<file path="src/rtl/ks_pkg.sv">
// Shared constants and FSM state type for the sequential
// 75x75 carry-less Karatsuba multiplier.
package ks_pkg;

    localparam int KS_W      = 75;
    localparam int KS_SPLIT  = 64;
    localparam int KS_HI_W   = 11;
    localparam int KS_PROD_W = 149;

    typedef enum logic [2:0] {
        IDLE,
        MUL_L,
        MUL_H,
        MUL_M,
        DONE
    } ks_seq_state_t;

endpackage

</file>
<file path="src/rtl/ks64.sv">
// Combinational 64x64 -> 127 carry-less multiplier, one
// Karatsuba level over 32-bit halves.
module ks64 (
    input  logic [63:0]  a,
    input  logic [63:0]  b,
    output logic [126:0] p
);

    function automatic logic [62:0] clmul32(
        input logic [31:0] x,
        input logic [31:0] y
    );
        logic [62:0] acc;
        acc = '0;
        for (int i = 0; i < 32; i++) begin
            if (y[i]) begin
                acc = acc ^ ({31'b0, x} << i);
            end
        end
        return acc;
    endfunction

    logic [62:0] lo;
    logic [62:0] hi;
    logic [62:0] mid;

    always_comb begin
        lo  = clmul32(a[31:0], b[31:0]);
        hi  = clmul32(a[63:32], b[63:32]);
        mid = clmul32(a[31:0] ^ a[63:32], b[31:0] ^ b[63:32])
              ^ lo ^ hi;
        p   = {64'b0, lo}
              ^ ({64'b0, mid} << 32)
              ^ ({64'b0, hi} << 64);
    end

endmodule

</file>
<file path="src/rtl/ks75_seq.sv">
// Sequential 75x75 GF(2) multiplier: three sub-products of a
// 64/11 Karatsuba split time-share one ks64 core.
module ks75_seq
    import ks_pkg::*;
#(
    parameter int W = KS_W
) (
    input  logic                 clk,
    input  logic                 rst_n,
    input  logic                 in_valid,
    output logic                 in_ready,
    input  logic [W-1:0]         a,
    input  logic [W-1:0]         b,
    output logic                 out_valid,
    input  logic                 out_ready,
    output logic [KS_PROD_W-1:0] d,
    output logic                 busy
);

    ks_seq_state_t state_q, state_d;

    logic [W-1:0]         a_q, a_d;
    logic [W-1:0]         b_q, b_d;
    logic [126:0]         m2_q, m2_d;
    logic [20:0]          m1_q, m1_d;
    logic [KS_PROD_W-1:0] d_q, d_d;
    logic                 in_ready_q, in_ready_d;
    logic                 out_valid_q, out_valid_d;
    logic                 busy_q, busy_d;

    logic [63:0]  ks_a;
    logic [63:0]  ks_b;
    logic [126:0] ks_p;
    logic [126:0] mid;

    // Operand mux for the shared core, keyed on the current step.
    always_comb begin
        ks_a = a_q[KS_SPLIT-1:0];
        ks_b = b_q[KS_SPLIT-1:0];
        unique case (state_q)
            MUL_H: begin
                ks_a = {53'b0, a_q[W-1:KS_SPLIT]};
                ks_b = {53'b0, b_q[W-1:KS_SPLIT]};
            end
            MUL_M: begin
                ks_a = {a_q[63:KS_HI_W],
                        a_q[KS_HI_W-1:0] ^ a_q[W-1:KS_SPLIT]};
                ks_b = {b_q[63:KS_HI_W],
                        b_q[KS_HI_W-1:0] ^ b_q[W-1:KS_SPLIT]};
            end
            default: begin
                ks_a = a_q[KS_SPLIT-1:0];
                ks_b = b_q[KS_SPLIT-1:0];
            end
        endcase
    end

    ks64 u_ks64 (
        .a (ks_a),
        .b (ks_b),
        .p (ks_p)
    );

    always_comb begin
        state_d = state_q;
        a_d     = a_q;
        b_d     = b_q;
        m2_d    = m2_q;
        m1_d    = m1_q;
        d_d     = d_q;
        mid     = {106'b0, m1_q} ^ m2_q ^ ks_p;
        unique case (state_q)
            IDLE: begin
                if (in_valid) begin
                    a_d     = a;
                    b_d     = b;
                    state_d = MUL_L;
                end
            end
            MUL_L: begin
                m2_d    = ks_p;
                state_d = MUL_H;
            end
            MUL_H: begin
                m1_d    = ks_p[20:0];
                state_d = MUL_M;
            end
            MUL_M: begin
                d_d = {22'b0, m2_q}
                      ^ ({22'b0, mid} << KS_SPLIT)
                      ^ ({128'b0, m1_q} << 128);
                state_d = DONE;
            end
            DONE: begin
                if (out_ready) begin
                    state_d = IDLE;
                end
            end
            default: state_d = IDLE;
        endcase
        in_ready_d  = (state_d == IDLE);
        busy_d      = (state_d != IDLE);
        out_valid_d = (state_d == DONE);
    end

    always_ff @(posedge clk or negedge rst_n) begin
        if (!rst_n) begin
            state_q     <= IDLE;
            a_q         <= '0;
            b_q         <= '0;
            m2_q        <= '0;
            m1_q        <= '0;
            d_q         <= '0;
            in_ready_q  <= 1'b1;
            out_valid_q <= 1'b0;
            busy_q      <= 1'b0;
        end else begin
            state_q     <= state_d;
            a_q         <= a_d;
            b_q         <= b_d;
            m2_q        <= m2_d;
            m1_q        <= m1_d;
            d_q         <= d_d;
            in_ready_q  <= in_ready_d;
            out_valid_q <= out_valid_d;
            busy_q      <= busy_d;
        end
    end

    assign in_ready  = in_ready_q;
    assign out_valid = out_valid_q;
    assign busy      = busy_q;
    assign d         = d_q;

endmodule

</file>
<file path="config.mk">
export PLATFORM = sky130hd
export DESIGN_NAME = ks75_seq
export DESIGN_NICKNAME = d
export VERILOG_FILES = /design/src/rtl/ks_pkg.sv /design/src/rtl/ks64.sv /design/src/rtl/ks75_seq.sv
export SDC_FILE = /design/constraint.sdc
export NUM_CORES = 2
export LEC_CHECK = 0
export BUFFER_PORTS_ARGS = -buffer_cell sky130_fd_sc_hd__buf_4
export CAP_MARGIN = 20
export CORE_ASPECT_RATIO = 2
export CORE_MARGIN = 5
export CORE_UTILIZATION = 60
export CTS_BUF_LIST = sky130_fd_sc_hd__clkbuf_8
export CTS_CLUSTER_DIAMETER = 150
export DETAILED_ROUTE_END_ITERATION = 16
export GPL_TIMING_DRIVEN = 0
export PLACE_DENSITY = 0.74
export RECOVER_POWER = 25
export SYNTH_ARGS = -nofsm -noshare
export SYNTH_HDL_FRONTEND = slang
export SYNTH_HIERARCHICAL = 1
export SYNTH_SLANG_ARGS = --single-unit
</file>
<file path="constraint.sdc">
create_clock -name clk -period 5.08 [get_ports clk]
set_clock_uncertainty 0.05 [all_clocks]
set_input_delay 0.508 -clock clk [delete_from_list [all_inputs] [get_ports clk]]
set_output_delay 0.508 -clock clk [all_outputs]
set_load 0.03 [all_outputs]
</file>
==> flow_metrics.py, run 1 <==
metrics = {
    "outcome": {
        "outcome": "aborted with a tool error",
        "last-stage-reached": "global routing (5_1_grt)",
        "error_line": "[ERROR GRT-0116] Global routing finished with congestion. Check the congestion regions in the DRC Viewer.",
    },
    "synth": {
        "synthesis.area_um2": 65050,
        "ys_warn_count": 6,
        "syn_inst": 8297,
        "synth_sequential_area_ratio_pct": 17.43,
        "ys.flop_type": "sky130_fd_sc_hd__dfrtp_1",
        "synth_cell_types": 31,
        "syn_avg_cell_area_um2": 7.840,
        "synth_seq_cells": 453,
        "synth-edff-count": 0,
        "postSynthNetCount": 8451,
        "synthArstFlopShare_pct": 100.0,
    },
    "floorplanning": {
        "initial_core_util_pct": 60.08,
        "die_w_um": 242.8,
        "placementRows": 171,
        "ioPinCount": 306,
        "die-height_um": 475.6,
    },
    "grt": {
        "vias_in_the_first_global_route": 84060,
        "grt_start_max_net_pins": 116,
        "grt_util_all_layers_pct": 84.56,
        "global_route_wire_length_before_repair_um": 747800,
        "grt.overflow.total": 3553,
    },
    "clock_tree": {
        "ctsRootBufferMaster": "sky130_fd_sc_hd__clkbuf_8",
        "tritoncts_num_sinks": 453,
        "ctsLongestPathBuffers": 3,
        "cts_made_buffers": 67,
        "cts_max_level": 3,
    },
    "placement": {
        "buffer_ports.inserted": 305,
        "gp_congestion": 1.247,
        "dp_wirelength_um": 287000,
    },
}
-- Yosys cell counts (all sizes together), types with 26 or more instances --
cell / count / share of area, %
and2: 108 / 1.0
dfrtp: 452 / 17
nor2: 1023 / 5.9
nand2: 2181 / 13
clkbuf: 26 / 0.17
buf: 754 / 9.7
o21ai: 85 / 0.65
xor2: 792 / 11
xnor2: 2502 / 35
mux2: 362 / 6.3
-- timing repair --
action,CTS
resized for setup,234
setup endpoints to repair,129
endpoints found under the hold margin,263
pin swaps,29
setup buffers,18
hold buffers,150
-- through the flow --
stage / utilization, % / std cells / instance area, µm² / setup WS (ps)
after CTS: 68.25 / 10290 / 73880 / -144.2
after detailed placement: 64.00 / 9999 / 69290 / -1177
after global placement: 63.80 / 9986 / 69070 / -1510
after floorplan: - / 8297 / 65050 / 1720
-- kinds of logic after synthesis --
kind of cell	after synthesis	share of synthesized area, %
AOI/OAI and AO/OA	86	0.6656
and+or+nand+nor	3320	19.67
xor gates and xnor gates	3295	46.12
buffers and inverters	781	9.852
DFF	453	17.43
muxes	362	6.267
-- layer usage --
layer  GRT usage, %  GRT overflow
met4          92.46          1102
met1          79.99            22
met5          30.50             2
met2          104.1          2363
met3          67.66            64
==> inputs of run 2 (changes only) <==
--- a/config.mk
+++ b/config.mk
@@ -7,14 +7,11 @@
 export LEC_CHECK = 0
 export BUFFER_PORTS_ARGS = -buffer_cell sky130_fd_sc_hd__buf_4
 export CAP_MARGIN = 20
-export CORE_ASPECT_RATIO = 2
 export CORE_MARGIN = 5
-export CORE_UTILIZATION = 60
-export CTS_BUF_LIST = sky130_fd_sc_hd__clkbuf_8
-export CTS_CLUSTER_DIAMETER = 150
+export CORE_UTILIZATION = 40
 export DETAILED_ROUTE_END_ITERATION = 16
 export GPL_TIMING_DRIVEN = 0
-export PLACE_DENSITY = 0.74
+export PLACE_DENSITY_LB_ADDON = 0.15
 export RECOVER_POWER = 25
 export SYNTH_ARGS = -nofsm -noshare
 export SYNTH_HDL_FRONTEND = slang
==> run 2 against run 1 <==
Net effect:
- the flow now finishes, with violations (capacitance limit, slew limit, setup timing)
- synthesized area stayed put
- synthesized cell count stayed put
==> flow_metrics.py, run 2 <==
metrics = {
    "outcome": {
        "outcome": "finished with violations",
        "failed_checks": "capacitance limit, slew limit, setup timing",
    },
    "synth": {
        "synth_top_family_by_area": "XOR/XNOR gates",
        "synth_xor_area_share_pct": 46.12,
        "ys.flop_type": "sky130_fd_sc_hd__dfrtp_1",
        "synthSimpleGateAreaFrac_pct": 19.67,
        "syn_avg_cell_area_um2": 7.840,
        "synthArstFlopShare_pct": 100.0,
        "postSynthNetCount": 8451,
        "syn_inst": 8297,
        "synth_cell_types": 31,
        "synth_seq_cells": 453,
        "synth_sequential_area_ratio_pct": 17.43,
        "count_leader_synth": "sky130_fd_sc_hd__xnor2_1",
        "synth_top_area_share_pct": 32.36,
        "synthesis.area_um2": 65050,
        "post_synth_most_frequent_cells": "sky130_fd_sc_hd__xnor2_1 (2,403), sky130_fd_sc_hd__nand2_1 (2,171), sky130_fd_sc_hd__nor2_1 (1,021), sky130_fd_sc_hd__xor2_1 (792), sky130_fd_sc_hd__dfrtp_1 (452)",
        "yosys-mux-area-fraction_pct": 6.267,
        "ys_warn_count": 6,
        "synth_compound_gate_area_share_pct": 0.6656,
        "synth-edff-count": 0,
        "adder_cell_share_of_the_synthesized_area_pct": 0,
        "yosys.area.top_type": "sky130_fd_sc_hd__xnor2_1",
        "synth_area_leaders": "sky130_fd_sc_hd__xnor2_1 (32%), sky130_fd_sc_hd__dfrtp_1 (17%), sky130_fd_sc_hd__nand2_1 (13%)",
    },
    "layout": {
        "largest_reg_flops": 149,
        "most_common_library_cell_in_the_layout_ignoring_fill_and_taps": "sky130_fd_sc_hd__xnor2_1",
        "final_cell_mix": "sky130_fd_sc_hd__xnor2_1 (2,269), sky130_fd_sc_hd__nand2_1 (2,171), sky130_fd_sc_hd__nor2_1 (1,020)",
        "post_route_cells_drive_above_1_share_pct": 20.62,
        "postLayoutCoreUtil_pct": 46.59,
        "synthToLayoutAreaGrowth_pct": 16.20,
        "design.final.nets": 8978,
    },
    "min_path": {
        "min-delay-path-class": "input port to flip-flop",
        "worst_hold_path_ep": "b_q[26]",
        "hold_path_startpoint": "b[26]",
        "whs_path_depth": 2,
    },
    "route": {
        "routed-via-count": 61020,
        "ant_nets": 0,
        "detailedRoute.firstPassIterationCount": 6,
        "wl_met3_um": 45450,
        "dr_wl_met2_um": 161800,
        "post_drt_wl_per_cell_um": 34.96,
        "top_layer_used": "met5",
        "drc": 0,
        "routed_wl_um": 386100,
        "drt-met1-wl_um": 146900,
        "vias_per_cell": 5.525,
        "drtIter0Drc": 8784,
    },
    "timing": {
        "final_hold_viol_count": 0,
        "slew_headroom_pct": -56.42,
        "timing.final.setup_violations": 17,
        "worst-slew-pin-transition_ps": 2346,
        "timing.hold.ws_ps": 33.14,
        "finalWorstSetupSlack_ps": -79.36,
        "layout_min_cycle_time_ps": 5159,
        "slew_viol_final": 158,
        "unrepaired_setup_endpoints_after_global_routing": "yes",
        "final_min_period_over_clock_period_pct": 101.6,
        "fin_setup_tns_ps": -457.2,
        "achievable-frequency_ghz": 0.1938,
    },
    "clock_tree": {
        "clkTransAtPathRegs_ps": 60,
        "clock_latency_ps": 670,
        "ctsLongestPathBuffers": 3,
        "cts_tree": "done",
        "tritoncts_num_sinks": 453,
        "cts_max_level": 2,
        "ctsRootBufferMaster": "sky130_fd_sc_hd__clkbuf_16",
        "cts_made_buffers": 52,
    },
    "floorplanning": {
        "ioPinCount": 306,
        "die_w_um": 413.3,
        "floorplan.die_area_um2": 170800,
        "placementRows": 148,
        "area_of_the_core_um2": 162200,
        "die-height_um": 413.3,
        "initial_core_util_pct": 40.10,
    },
    "worst_setup_path": {
        "path_cells": "or3b_1 > clkbuf_4 > buf_6 > buf_1 > and2_1 > buf_4 > xnor2_4 > buf_4 > nor2_1 > xor2_1 > xnor2_1 > xnor2_1 > xnor2_2 > xnor2_1 > xnor2_2 > xnor2_1 > o21ai_0",
        "timing_worst_setup_path_type": "flip-flop to flip-flop",
        "critical_path.reg2reg.startpoint": "state_q[0]",
        "crit_path_max_fanout": 10,
        "r2r.worst_path.cells": 17,
        "path_common_cell": "sky130_fd_sc_hd__xnor2_1",
        "rr_endpoint": "d[122]",
        "critPathSlowestCell": "sky130_fd_sc_hd__dfrtp_2",
        "cp_num_cells": 17,
        "critical_path.max_stage_delay_ps": 530,
        "critPathTopFamily": "XOR/XNOR gates",
        "crit_path_end_kind": "flip-flop",
        "timing.critical_path.arrival_ps": 5620,
        "worst_path_required_ps": 5540,
        "minimum_setup_slack_among_reg_to_reg_paths_ps": -80,
        "crit_buf_inv": 5,
        "critPathLaunchType": "flip-flop",
    },
    "placement": {
        "buffer_ports.inserted": 305,
        "dp_wirelength_um": 279500,
        "gp_congestion": 1.037,
    },
    "flow_run": {
        "cap_viol_max_count": 2,
    },
    "grt": {
        "grt.overflow.total": 0,
        "grt_antenna_before_repair": 18,
        "global_route_wire_length_before_repair_um": 512700,
        "grt_start_max_net_pins": 116,
        "grt_util_all_layers_pct": 43.82,
        "vias_in_the_first_global_route": 58830,
    },
}
run 2: cell counts after synthesis:
Identical to the previous run, type by type.
run 2: worst max-delay path by stage:
stage | startpoint | to | slack, ps
6_report | state_q[0] | d[122] | -80
5_1_grt | state_q[1] | d[115] | -80
4_1_cts | state_q[1] | d[124] | 3
3_5_place_dp | state_q[1] | d[128] | -1330
3_3_place_gp | rst_n | d[122] | -1620
2_1_floorplan | state_q[0] | d[102] | 1720
run 2: area by class of cell:
class	instances	area, µm²
well taps	2175	2721
multi-input cells	7063	48830
fillers	16470	86630
clock inverters	21	277.8
repair buffers	474	4274
flip-flops and latches	453	11340
plain buffers	779	6650
diodes	5	12.51
inverters	1	3.754
clock buffers	73	1470
run 2: layer usage:
| metal | vias to the layer above | GRT usage, % |
|---|---|---|
| met2 | 4461 | 65.85 |
| met3 | 1274 | 11.84 |
| met5 | - | 0 |
| met4 | 16 | 28.54 |
| li1 | 25870 | - |
| met1 | 29400 | 55.22 |
run 2: cells by family after synthesis:
| family | Yosys count |
|---|---|
| compound gates | 86 |
| xor+xnor | 3295 |
| buf+inv | 781 |
| flops | 453 |
| mux | 362 |
| simple gates | 3320 |
run 2: stage by stage:
stage | instance area, µm² | std cells | setup WS [ps]
finish | 75580 | 11040 | -79.36
global route | 75570 | 11040 | -76.08
CTS | 74380 | 11000 | 2.538
detailed placement | 70260 | 10790 | -1335
global placement | 70060 | 10780 | -1621
floorplan | 65050 | 8297 | 1720
run 2: what timing repair did:
item / CTS / global route
buffers inserted: 23 / 34
setup endpoints to repair: 122 / 89
hold buffers: 97 / 0
resized for setup: 170 / 117
endpoints found under the hold margin: 136 / 0
pin swaps: 19 / 45
Power of run 2 is left out: the tool's default activity adds up to more than one toggle a clock period on the data nets, which glitch-free logic cannot reach.
